--- config.mk ---
export PLATFORM = sky130hd
export DESIGN_NAME = mlp_input_loader
export DESIGN_NICKNAME = d
export VERILOG_FILES = /design/src/rtl/mlp_pkg.sv /design/src/rtl/mlp_input_loader.sv
export SDC_FILE = /design/constraint.sdc
export NUM_CORES = 1
export LEC_CHECK = 0
export ABC_CLOCK_PERIOD_IN_PS = 5300
export BUFFER_PORTS_ARGS = -buffer_cell sky130_fd_sc_hd__buf_4
export CORE_MARGIN = 2
export CORE_UTILIZATION = 25
export DETAILED_ROUTE_END_ITERATION = 10
export PLACE_DENSITY = 0.56
export SLEW_MARGIN = 20
export SYNTH_ARGS = -nofsm -noshare
export SYNTH_HDL_FRONTEND = slang
export SYNTH_SLANG_ARGS = --single-unit
--- constraint.sdc ---
create_clock -name S_AXIS_ACLK -period 5.3 [get_ports S_AXIS_ACLK]
set_input_delay 0.53 -clock S_AXIS_ACLK [delete_from_list [all_inputs] [get_ports S_AXIS_ACLK]]
set_output_delay 0.53 -clock S_AXIS_ACLK [all_outputs]
set_load 0.005 [all_outputs]
--- src/rtl/mlp_pkg.sv ---
// Shared definitions for the MLP input loader: FSM state encoding and default sizing.
package mlp_pkg;

  localparam int DEFAULT_DATA_WIDTH = 32;
  localparam int DEFAULT_ADDR_WIDTH = 10;

  typedef enum logic [2:0] {
    ST_IDLE,
    ST_HEADER,
    ST_LOAD,
    ST_DONE,
    ST_ERR
  } state_e;

endpackage

--- src/rtl/mlp_input_loader.sv ---
// Pulls one length-prefixed packet from an upstream valid/read stream and writes
// its payload words into a buffer at consecutive addresses starting from 0.
module mlp_input_loader
  import mlp_pkg::*;
#(
  parameter int DATA_WIDTH = DEFAULT_DATA_WIDTH,
  parameter int ADDR_WIDTH = DEFAULT_ADDR_WIDTH
) (
  input  logic                  S_AXIS_ACLK,
  input  logic                  S_AXIS_ARESETN,
  input  logic                  pi_mlp_data_valid,
  input  logic [DATA_WIDTH-1:0] pi_mlp_data,
  output logic                  po_data_read,
  input  logic                  pi_start,
  input  logic                  pi_abort,
  output logic                  po_buf_we,
  output logic [ADDR_WIDTH-1:0] po_buf_addr,
  output logic [DATA_WIDTH-1:0] po_buf_wdata,
  output logic                  po_busy,
  output logic                  po_done,
  output logic                  po_error,
  output logic [ADDR_WIDTH:0]   po_word_count
);

  localparam int CNT_W = ADDR_WIDTH + 1;
  localparam logic [CNT_W-1:0] MAX_WORDS = {1'b1, {ADDR_WIDTH{1'b0}}};

  state_e                 state_q;
  logic [CNT_W-1:0]       len_q;
  logic [CNT_W-1:0]       word_count_q;
  logic                   buf_we_q;
  logic [ADDR_WIDTH-1:0]  buf_addr_q;
  logic [DATA_WIDTH-1:0]  buf_wdata_q;
  logic                   done_q;
  logic                   error_q;

  logic                   consume;
  logic [CNT_W-1:0]       hdr_len;
  logic [CNT_W-1:0]       word_count_d;

  // Abort wins over a simultaneous consume so the word on the bus stays upstream.
  assign consume      = pi_mlp_data_valid && !pi_abort &&
                        (state_q == ST_HEADER || state_q == ST_LOAD);
  assign hdr_len      = pi_mlp_data[ADDR_WIDTH:0];
  assign word_count_d = word_count_q + CNT_W'(1);

  assign po_data_read  = consume;
  assign po_busy       = (state_q == ST_HEADER) || (state_q == ST_LOAD);
  assign po_buf_we     = buf_we_q;
  assign po_buf_addr   = buf_addr_q;
  assign po_buf_wdata  = buf_wdata_q;
  assign po_done       = done_q;
  assign po_error      = error_q;
  assign po_word_count = word_count_q;

  // NOTE: every register here is assigned with <= so all of them update from
  // the same pre-edge values; a blocking = would leak new values into later lines.
  always_ff @(posedge S_AXIS_ACLK or negedge S_AXIS_ARESETN) begin
    if (!S_AXIS_ARESETN) begin
      state_q      <= ST_IDLE;
      len_q        <= '0;
      word_count_q <= '0;
      buf_we_q     <= 1'b0;
      buf_addr_q   <= '0;
      buf_wdata_q  <= '0;
      done_q       <= 1'b0;
      error_q      <= 1'b0;
    end else begin
      buf_we_q <= 1'b0;
      done_q   <= 1'b0;
      error_q  <= 1'b0;

      if (pi_abort) begin
        state_q <= ST_IDLE;
      end else begin
        case (state_q)
          ST_IDLE: begin
            if (pi_start) begin
              state_q      <= ST_HEADER;
              word_count_q <= '0;
            end
          end

          ST_HEADER: begin
            if (consume) begin
              len_q <= hdr_len;
              if (hdr_len == '0 || hdr_len > MAX_WORDS) state_q <= ST_ERR;
              else                                      state_q <= ST_LOAD;
            end
          end

          ST_LOAD: begin
            if (consume) begin
              buf_we_q     <= 1'b1;
              buf_addr_q   <= word_count_q[ADDR_WIDTH-1:0];
              buf_wdata_q  <= pi_mlp_data;
              word_count_q <= word_count_d;
              if (word_count_d == len_q) state_q <= ST_DONE;
            end
          end

          // The completion pulse lands one cycle after the final buffer write.
          ST_DONE: begin
            done_q  <= 1'b1;
            state_q <= ST_IDLE;
          end

          ST_ERR: begin
            error_q <= 1'b1;
            state_q <= ST_IDLE;
          end

          default: state_q <= ST_IDLE;
        endcase
      end
    end
  end

endmodule

* Yosys cells after proc, flatten, opt, wreduce, memory -nomap -nowiden
Cells that the tools add are included.
** Word-level totals
- Flip-flop bits (word level) :: 70
- Bits of input ports :: 37
- Output and inout port bits :: 58
** Cells by class
- Bitwise operators :: 1
- Order comparisons :: 1
- Reductions and logical operators :: 12
- Equality and inequality tests :: 11
- Multiplexer cells :: 17
- Add/subtract/negate cells :: 1
** Operators with widths (number)
- $mux W11 :: 2
- $pmux W11 S2 :: 1
- $mux W3 :: 6
- $add A11 B1 Y11 const B :: 1
- $eq A11 B11 Y1 :: 1
- $gt A11 B11 Y1 const B :: 1
- $logic_not A11 Y1 :: 1
- $ne A3 B3 Y1 const B :: 3
- $pmux W3 S3 :: 1
- $reduce_and A4 Y1 :: 2
- $mux W1 :: 7
- $eq A3 B2 Y1 const B :: 2
- $reduce_and A3 Y1 :: 2
- $ne A2 B2 Y1 const B :: 2
- $eq A3 B1 Y1 const B :: 1
- $eq A3 B3 Y1 const B :: 1
- $logic_not A3 Y1 :: 1
- $ne A3 B2 Y1 const B :: 1
- $logic_and A1 B1 Y1 :: 2
- $logic_or A1 B1 Y1 :: 2
- $reduce_bool A2 Y1 :: 1
- $logic_not A1 Y1 :: 1
- $not A1 Y1 :: 1

* Longest topological paths before layout
- Depth after elaboration :: 6
- Gate-level depth with buffers :: 8

* Worst setup path after synthesis
OpenSTA, ideal clock, no wires.
- Path type :: reg-to-reg
- From :: register word_count_q[0], in the netlist po_word_count[0]
- To :: register state_q[2]
- Data arrival time :: 2.033 ns
- Setup time :: 0.068 ns
- Setup slack :: 3.199 ns
- Stages on the path, launching flop included :: 9
- Period minus slack after synthesis :: 2.101 ns
- Path through :: dfrtp_1 -> ha_1 -> and4_1 -> buf_2 -> nand4_1 -> xnor2_1 -> a41oi_1 -> a311oi_1 -> and4_1
** On the way
- Word-level cells in the longest chain between the ends :: 4
** Ends and longest elaborated chain
- from (decl) :: RTL line mlp_input_loader.sv:30 : logic [CNT_W-1:0] word_count_q;
- from (signal assigned) :: RTL line mlp_input_loader.sv:97 : word_count_q <= word_count_d;
- $add A11 B1 Y11 :: RTL line mlp_input_loader.sv:45 : assign word_count_d = word_count_q + CNT_W'(1);
- $eq A11 B11 Y1 :: RTL line mlp_input_loader.sv:98 : if (word_count_d == len_q) state_q <= ST_DONE;
- $ne A3 B2 Y1 (no line)
- $reduce_and A4 Y1 (no line)
- to (signal assigned) :: RTL line mlp_input_loader.sv:98
- to (signal assigned) :: RTL line mlp_input_loader.sv:105 : state_q <= ST_IDLE;
- to (signal assigned) :: RTL line mlp_input_loader.sv:110 : state_q <= ST_IDLE;
- to (decl) :: RTL line mlp_input_loader.sv:28 : state_e state_q;
No other way between the ends.
A chain may end at the register's enable or synchronous reset.

* Worst setup path after layout
- From :: register state_q[0]
- To :: output port po_data_read
** On the way
- Word-level cells in the longest chain between the ends :: 3
- Elaborated cells on any way between the ends :: 4
- Classes of those cells :: eq/ne (2); reduce/logical (2)
** Ends and longest elaborated chain
- from (signal assigned) :: RTL line mlp_input_loader.sv:60 : state_q <= ST_IDLE;
- from (signal assigned) :: RTL line mlp_input_loader.sv:74 : state_q <= ST_IDLE;
- from (signal assigned) :: RTL line mlp_input_loader.sv:79 : state_q <= ST_HEADER;
- $eq A3 B1 Y1 / $eq A3 B2 Y1 (equally long branches) :: RTL line mlp_input_loader.sv:43 : (state_q == ST_HEADER || state_q == ST_LOAD);
- $logic_or A1 B1 Y1 (*) :: RTL line mlp_input_loader.sv:43
- $logic_and A1 B1 Y1 (*) :: RTL line mlp_input_loader.sv:42 : assign consume = pi_mlp_data_valid && !pi_abort &&
- to (decl) :: RTL line mlp_input_loader.sv:13 : output logic po_data_read,
Mark *: on every way between the ends. The rest lies on a longest branch, timed or not.

==> reports/results.tsv <==
metric	value	unit
synthTopCellsByArea	dfrtp_1 (55%), nand2_1 (16%), mux2_2 (3.9%)	
maxCapViolCount	0	
ys_seq_elements	70	
die_y	117	µm
fin_nets	466	
ir_worst_vdd	0.000164	V
cts_made_buffers	9	
grt_pass1_wl	13500	µm
die_area	0.0137	mm²
finalHoldViolations	0	
p_leak	2.22	nW
synthDistinctLibCells	39	
clk_latency	0.33	ns
rows	41	
diodes	0	
path_clk_slew	0.06	ns
p_clk_share	32.4	%
max_freq	0.372	GHz
wire_per_inst	13.9	µm
hpwl	5800	µm
min_period	2.69	ns
tightest_slew	0.920	ns
netlist.top_cell.by_area	dfrtp_1	
final_common_cell	nand2_1	
core-area	0.0125	mm²
final_cell_mix	nand2_1 (138), buf_4 (96), dfrtp_1 (70)	
postSynthCellCount	340	
ant_nets	0	
dr.pass1.iters	4	
setup.worst_path.end_class	primary output	
cp_slowest_cell	nor3_1	
vias_per_cell	4.50	
critPathLaunchType	flip-flop	
max_stage_delay	0.51	ns
path_cells	nor3_1, nand2_2, buf_4, nand2_1, buf_4	
synth_top_cell_area_share	55.0	%
grt_max_degree	71	
worstSetupPathType	reg2out	
drt_iter0_drc	132	
syn_area_per_cell	9.37	µm²
synth_area	0.00318	mm²
pin_count	95	
clock_sinks	70	
power.density	409	mW/mm²
clockBufferDepth	2	
gr-usage-all-layers	12.7	%
switching_share	29.7	%
setup_tns	0	ns
initial_utilization	25.4	%
p_seq_share	42.9	%
cp_common_cell	buf_4	
finClkSkew	0.00631	ns
crit_fanout	50	
cp.required	4.77	ns
p_sw	0.000524	W
antenna_found_initial	0	
rsz0062_at_grt	false	
wl	8420	µm
cts_tree	yes	
cts_resized	0	
final_core_util	34.5	%
drc_errors	0	
syn_to_final_growth	35.5	%
crit_arrival	2.16	ns
p_total	0.00177	W
hold_class	in2async	
power_frac_comb	24.7	%
cts_setup_buffers	0	
cts_max_level	3	
slew_headroom	38.6	%
gr-total-overflow	0	
fin_crit_sh	50.7	%
fp.dieW	117	µm
final.fill_count	1321	
drive_gt1_share	30.0	%
intPower	0.00124	W
ys_seq_area_share	55.0	%
status	complete, no violations	
yosysWarnings	0	
vias	2722	
port-buffer-count	94	
place_congestion	0.865	
clk_root_buffer_cell	clkbuf_16	
slew_viol_final	0	
setup_viol	0	
syn_nets	378	
ctsHoldBuffers	0	
grt_pass1_vias	2627	
[sequential cells by signal (all words and copies together), names as in the netlist]
name,cells
po_buf_we,1
po_done,1
state_q,3
len_q,11
po_buf_wdata,32
po_error,1
po_word_count,11
po_buf_addr,10
[final timing paths]
check	endpoint	cells past startpoint	slack, ns	start
min reg2reg	po_buf_addr[2]	2	0.47	po_buf_addr[2]
max in group asynchronous	len_q[3]	1	4.37	S_AXIS_ARESETN
min	po_buf_addr[5]	1	0.33	S_AXIS_ARESETN
min in group S_AXIS_ACLK	po_error	2	0.37	pi_abort
max reg2reg	state_q[2]	7	2.83	po_word_count[0]
max	po_data_read	5	2.61	state_q[0]
[power by group through the flow]
| stage | clock network [W] | registers, W | logic, W |
|---|---|---|---|
| after floorplan | 0 | 0.000744 | 0.000233 |
| after global placement | 0 | 0.000762 | 0.000434 |
| after detailed placement | 0 | 0.000768 | 0.000441 |
| after CTS | 0.000592 | 0.000760 | 0.000443 |
| after global routing | 0.000618 | 0.000777 | 0.000491 |
| final | 0.000571 | 0.000758 | 0.000436 |
[layer usage]
| metal | vias up | share of wire [%] | track usage [%] | wire length, µm |
|---|---|---|---|---|
| li1 | 1301 | - | - | - |
| met4 | 0 | 1.5 | 4.00 | 127 |
| met1 | 1322 | 45 | 17.2 | 3810 |
| met2 | 85 | 47 | 19.9 | 3950 |
| met3 | 14 | 6.3 | 3.55 | 532 |
| met5 | - | 0 | 0 | 0 |
[cells in the mapped netlist]
cell,number
o21ai_0,15
inv_1,3
a21oi_1,2
mux2_2,11
buf_6,1
nand2_1,139
o21a_1,1
xor2_1,5
nand3_1,6
a221oi_2,1
ha_1,1
buf_4,1
a22o_1,2
a2111oi_0,1
nor4b_1,2
nor3b_1,2
xor2_2,1
dfrtp_1,70
buf_1,1
nor3_1,3
clkbuf_1,8
and4_1,3
nor2_1,7
buf_2,8
o31ai_1,7
or3_1,2
xnor2_1,9
o31a_1,1
and2_1,1
nor2b_1,6
a21o_1,4
o41ai_1,1
nand4_1,2
nor4_1,4
and3_1,4
a41oi_1,1
nand3_2,2
a311oi_1,1
or3_4,1
[critical path, delay by kind of cell, from the launching register on]
family | cells | cell delay, ns
buf+inv | 2 | 0.50
flops | 1 | 0.45
simple gates | 3 | 0.87
[final cells by class]
| class | instances | area [µm²] | share of cell area (%) |
|---|---|---|---|
| repair buffers | 96 | 721 | 16.7 |
| multi-input cells | 248 | 1330 | 30.9 |
| inverters | 3 | 11.3 | 0.261 |
| well taps | 172 | 215 | 4.99 |
| clock inverters | 6 | 45.0 | 1.04 |
| flip-flops and latches | 70 | 1750 | 40.6 |
| clock buffers | 10 | 239 | 5.54 |
[cells by family (layout without fill, tap and decap cells)]
kind of cell    count (synthesis)  in the layout  share of synthesized area (%)
simple gates                  184            184                           25.2
flops                          70             70                           55.0
compound gates                 37             37                           7.90
buf+inv                        22            115                           3.26
xor+xnor                       15             15                           4.36
mux                            11             11                           3.89
fa+ha+maj                       1              1                          0.393
[metrics by stage]
stage                     area, µm²  setup WS, ns  hold slack, ns  std cells
after floorplan                3180          3.20           0.234        340
after global placement         4030          2.84           0.462        589
after detailed placement       4030          2.82           0.467        589
after CTS                      4310          2.59           0.361        605
after global routing           4310          2.40           0.378        605
final                          4310          2.61           0.327        605
Note: power is estimated with default switching activity, not from simulation.
